==> src/rtl/bcd_digit_scanner.sv <==
// bcd_digit_scanner
//   Time-multiplexes a packed word of NUM_DIGITS BCD digits onto one 4-bit BCD bus for a
//   downstream BCD-to-7-segment decoder, with a matching one-hot digit select.
//   Leading zeros can optionally be blanked by driving BLANK_CODE.
//
// Ports:
//   CLK        system clock, rising edge
//   RST        asynchronous active-high reset
//   LOAD       capture DIGITS into the shadow register on this edge
//   DIGITS     packed BCD, digit i = DIGITS[4i+3:4i], digit 0 least significant
//   BLANK_LZ   enable leading-zero blanking
//   BCD        code of the selected digit (registered)
//   DIGIT_SEL  one-hot active-high digit enable (registered)
//   SCAN_TICK  one-cycle pulse on each digit advance (registered)
module bcd_digit_scanner #(
  parameter int unsigned NUM_DIGITS = 4,
  parameter int unsigned SCAN_DIV   = 50000,
  parameter logic [3:0]  BLANK_CODE = 4'b1111
) (
  input  logic                      CLK,
  input  logic                      RST,
  input  logic                      LOAD,
  input  logic [4*NUM_DIGITS-1:0]   DIGITS,
  input  logic                      BLANK_LZ,
  output logic [3:0]                BCD,
  output logic [NUM_DIGITS-1:0]     DIGIT_SEL,
  output logic                      SCAN_TICK
);

  localparam int unsigned PrescW = (SCAN_DIV > 1) ? $clog2(SCAN_DIV) : 1;
  localparam int unsigned IdxW   = $clog2(NUM_DIGITS);
  localparam logic [PrescW-1:0] PrescMax = PrescW'(SCAN_DIV - 1);
  localparam logic [IdxW-1:0]   IdxMax   = IdxW'(NUM_DIGITS - 1);

  logic [4*NUM_DIGITS-1:0] shadow_q, shadow_d;
  logic [PrescW-1:0]       presc_q, presc_d;
  logic [IdxW-1:0]         idx_q, idx_d;
  logic [3:0]              bcd_q, bcd_d;
  logic [NUM_DIGITS-1:0]   sel_q, sel_d;
  logic                    tick_q, tick_d;

  logic                    advance;
  logic [4*NUM_DIGITS-1:0] src;
  logic [3:0]              src_digit [NUM_DIGITS];
  logic [NUM_DIGITS-1:0]   blank_vec;
  logic                    zero_above;

  always_comb begin
    advance = (presc_q == PrescMax);
    presc_d = advance ? '0 : presc_q + PrescW'(1);

    idx_d = idx_q;
    if (advance) begin
      idx_d = (idx_q == IdxMax) ? '0 : idx_q + IdxW'(1);
    end

    // Bypass the shadow so a LOAD is visible on BCD after exactly one edge.
    src      = LOAD ? DIGITS : shadow_q;
    shadow_d = src;

    // Walk from the most significant digit down; a digit is blanked only while every
    // digit at or above it is zero. Codes A-F count as nonzero.
    zero_above = 1'b1;
    blank_vec  = '0;
    for (int i = int'(NUM_DIGITS) - 1; i >= 0; i--) begin
      src_digit[i] = src[4*i +: 4];
      zero_above   = zero_above & (src[4*i +: 4] == 4'h0);
      blank_vec[i] = BLANK_LZ & zero_above & (i != 0);
    end

    sel_d        = '0;
    sel_d[idx_d] = 1'b1;
    bcd_d        = blank_vec[idx_d] ? BLANK_CODE : src_digit[idx_d];
    tick_d       = advance;
  end

  always_ff @(posedge CLK or posedge RST) begin
    if (RST) begin
      shadow_q <= '0;
      presc_q  <= '0;
      idx_q    <= '0;
      bcd_q    <= 4'b0000;
      sel_q    <= NUM_DIGITS'(1);
      tick_q   <= 1'b0;
    end else begin
      shadow_q <= shadow_d;
      presc_q  <= presc_d;
      idx_q    <= idx_d;
      bcd_q    <= bcd_d;
      sel_q    <= sel_d;
      tick_q   <= tick_d;
    end
  end

  assign BCD       = bcd_q;
  assign DIGIT_SEL = sel_q;
  assign SCAN_TICK = tick_q;

endmodule

==> config.mk <==
export PLATFORM = sky130hd
export DESIGN_NAME = bcd_digit_scanner
export DESIGN_NICKNAME = d
export VERILOG_FILES = /design/src/rtl/bcd_digit_scanner.sv
export SDC_FILE = /design/constraint.sdc
export NUM_CORES = 1
export LEC_CHECK = 0
export ABC_CLOCK_PERIOD_IN_PS = 2800
export CAP_MARGIN = 20
export CORE_MARGIN = 3
export CORE_UTILIZATION = 52
export DETAILED_ROUTE_END_ITERATION = 6
export PLACE_DENSITY_LB_ADDON = 0.15
export RECOVER_POWER = 50
export SLEW_MARGIN = 40
export SYNTH_ARGS = -nofsm -noshare
export SYNTH_HDL_FRONTEND = slang
export SYNTH_SLANG_ARGS = --single-unit
==> constraint.sdc <==
create_clock -name CLK -period 2.8 [get_ports CLK]
set_input_delay 0.56 -clock CLK [delete_from_list [all_inputs] [get_ports CLK]]
set_output_delay 0.56 -clock CLK [all_outputs]
set_load 0.01 [all_outputs]
==> results by group, run 1 <==
Route
  • Drt first-iter violations: 86
  • Detailed-route via count: 1,675
  • Wire length per cell: 16.7 um
  • First drt pass iteration count: 4
  • Vias per cell: 5.88
  • DRC: 0
  • Antenna Nets Post-Route: 0
  • Routed Wire Length: 4770 um

STA
  • Setup ws final: 286 ps
  • Setup_tns: 0 ps
  • Slew Limit Fails: 0
  • Layout Skew: 5.91 ps
  • Slew Limit Headroom: 32.3%
  • Slew @ Worst Pin: 1020 ps
  • RSZ-0062 raised after global routing: no
  • Peak Freq: 398 MHz
  • Crit path time final: 2510 ps
  • Fin. Hold Viols: 0
  • Fin crit share: 89.8%
  • # setup viols final: 0

Pwr
  • Pwr dens: 484 nW/um^2
  • Static Leak: 1.17 nW
  • Logic pwr share: 10.6%
  • Net switching power: 0.000284 W
  • Internal: 0.000978 W
  • Switching Fraction: 22.5%
  • Clock power frac: 37.3%
  • Sequential power share: 52.2%
  • Worst VDD drop: 401 uV

Clocking
  • Sink Count: 43
  • CTS resizes: 0
  • Clock root buffer: clkbuf_8
  • Clock Path Buffers: 2
  • Hold Buf Count CTS: 0
  • Number of buffers created by CTS: 5
  • Clk Latency, worst-skew pair: 290 ps
  • Reg clk slew, reported paths: 80 ps
  • CTS tree: done
  • CTS HTree Levels: 2
  • Postcts setup bufs: 0

Place
  • Placed Instances: 277
  • Area after DPL: 2500 um^2
  • Pre-CTS setup slack: 288 ps
  • GP Congestion: 0.882
  • Number of I/O port buffers: 28
  • Hpwl dp: 3530 um

Global routing
  • Gr usage total: 21.0%
  • Largest net degree at the start of global routing: 44
  • Vias in the first global route: 1,722
  • Antenna violations before repair: 0
  • First-pass GRT wire length: 8200 um
  • Grt ovf: 0

Synthesis
  • Xor/xnor share of the synthesized area: 5.33%
  • Main combinational cell family by area after synthesis: simple AND/OR/NAND/NOR gates
  • Total nets after synthesis: 222
  • Post-synthesis mux area share: 10.6%
  • Distinct cells, synth: 40
  • Post-Synth Adder-Cell Area: 1.17%
  • Post-synth ARST share: 100%
  • Cells after Synth: 200
  • Seq/Total Area, Yosys: 50.5%
  • Syn Std Cell Area: 2130 um^2
  • Post-synth EDFFs: 0
  • Share of the synthesized area in the top cell type: 49.2%
  • Simple-gate share of the synthesized area: 17.7%
  • Most used DFF post-synth: dfrtp_1
  • Biggest area consumer among synthesized cells: dfrtp_1
  • Yosys warning count: 0
  • Yosys reg bits: 43
  • Syn_area_per_cell: 10.7 um^2
  • Synth Area in Compound Gates: 9.50%
  • Synth area leaders: dfrtp_1 (49%), mux2i_1 (8.0%), nor2_1 (3.5%)

Critical path
  • Crit Path Max Fanout: 10
  • FF-to-FF End: BCD[0]$_DFF_PP0_
  • R2R Path Start: presc_q[5]$_DFF_PP0_
  • Critical Path RT: 2970 ps
  • Crit path kind: flop to flop
  • Startpoint class of the critical path: flop
  • Worst Path Arrival: 2680 ps
  • CP Capture Type: flop
  • R2R Setup Slk: 290 ps
  • Worst r2r path cells: 6

Final layout
  • Nets: 258
  • Fin area: 2610 um^2
  • Most common cell after layout, fill and taps aside: dfrtp_1
  • P&R area growth vs syn: 22.1%
  • Ratio of cells with drive above 1 in the final layout: 13.1%
  • Fill cell count: 281
  • Antenna cells: 0
  • Post-layout util: 68.6%
  • Non-Filler Instances: 285
  • Most frequent cells in the layout: dfrtp_1 (42), clkdlybuf4s50_1 (27), nor2_1 (20)

Run status
  • Status: completed

Min path
  • Hold depth: 1
  • Worst hold path type: flop to flop
  • Worst Hold End: presc_q[0]$_DFF_PP0_
  • Hold Crit Start: presc_q[0]$_DFF_PP0_

Floorplan
  • CORE AREA: 3800 um^2
  • Starting density of the core: 56.2%
  • Die area: 4910 um^2
  • Die H: 70.1 um
  • Die width: 70.1 um
  • I/O Pins: 29
  • Row count: 22

Job
  • Max-cap violations: 0
[sequential cells by signal, summed over array words and instances (netlist names)]
signal and cells:
presc_q 16, idx_q 2, SCAN_TICK 1, shadow_q 16, BCD 4, DIGIT_SEL 4
[cells by family after synthesis]
logic type / count (synthesis)
AO/OA/AOI/OAI: 25
adder cells (fa/ha/maj): 2
multiplexers: 22
buffers and inverters: 26
XOR/XNOR: 13
AND/OR/NAND/NOR: 69
flip-flops: 43
[how the worst max path moves through the flow]
| stage | start | end | slack [ps] | cells past startpoint |
|---|---|---|---|---|
| detailed placement | LOAD | BCD[1]$_DFF_PP0_ | 290 | 6 |
| finish | presc_q[5]$_DFF_PP0_ | BCD[0]$_DFF_PP0_ | 290 | 6 |
| floorplan | presc_q[11]$_DFF_PP0_ | BCD[3]$_DFF_PP0_ | 440 | 7 |
| CTS | presc_q[5]$_DFF_PP0_ | BCD[0]$_DFF_PP0_ | 310 | 6 |
| global route | presc_q[5]$_DFF_PP0_ | BCD[0]$_DFF_PP0_ | 160 | 6 |
| global placement | presc_q[5]$_DFF_PP0_ | BCD[2]$_DFF_PP0_ | 360 | 6 |
[Yosys cell counts (2+ instances only)]
master	n
dfrtp_1	42
nor2_1	20
inv_1	17
mux2i_1	17
nand3_1	12
nand2_1	11
xor2_1	8
a32oi_1	7
mux2_2	5
or3_1	5
xnor2_1	5
a21oi_1	4
buf_2	4
nand4_1	4
nor3_1	4
a31oi_1	3
o22ai_1	3
and2_1	2
clkbuf_1	2
ha_1	2
nand4b_1	2
nor4_1	2
o211ai_1	2
[metal layers]
metal	wire, um	share of wire [%]	GRT usage [%]	up-vias
met5	0	0	0	-
li1	-	-	-	778
met3	329	6.9	6.04	7
met1	2080	44	28.3	820
met2	2320	49	33.2	70
met4	44	0.92	5.96	0
[power groups by stage]
stage	clock network [W]	logic, W	registers (W)
detailed placement	0	0.000134	0.000671
global placement	0	0.000129	0.000670
floorplan	0	0.0000679	0.000671
global route	0.000515	0.000147	0.000662
finish	0.000470	0.000133	0.000659
CTS	0.000479	0.000134	0.000659
[critical path: stages (launching register included)]
cell	delay, ps
dfrtp_1	430
or4b_1	710
nor4_4	380
buf_4	250
mux2_2	340
a21oi_1	170
o22ai_1	110
[cell type report]
type                            count  area, um^2  area share, %
Sequential cell                    43        1080           41.3
Multi-Input combinational cell    131         946           36.3
Timing Repair Buffer               37         345           13.3
Clock buffer                        6        72.6           2.78
Inverter                           18        67.6           2.59
Tap cell                           48        60.1           2.30
Clock inverter                      2        37.5           1.44
[through the flow]
stage	power (W)	hold WS, ps
5_1_grt	0.00133	519
3_5_place_dp	0.000805	481
3_3_place_gp	0.000799	466
2_1_floorplan	0.000739	455
6_report	0.00126	488
4_1_cts	0.00127	491
(Power assumes the default switching activity.)
==> run 2, diff against run 1 <==
--- a/config.mk
+++ b/config.mk
@@ -6,7 +6,6 @@
 export NUM_CORES = 1
 export LEC_CHECK = 0
 export ABC_CLOCK_PERIOD_IN_PS = 2800
-export CAP_MARGIN = 20
 export CORE_MARGIN = 3
 export CORE_UTILIZATION = 52
 export DETAILED_ROUTE_END_ITERATION = 6
==> results of run 2 <==
The final DEF is identical to that of run 1; final timing and power are the same.
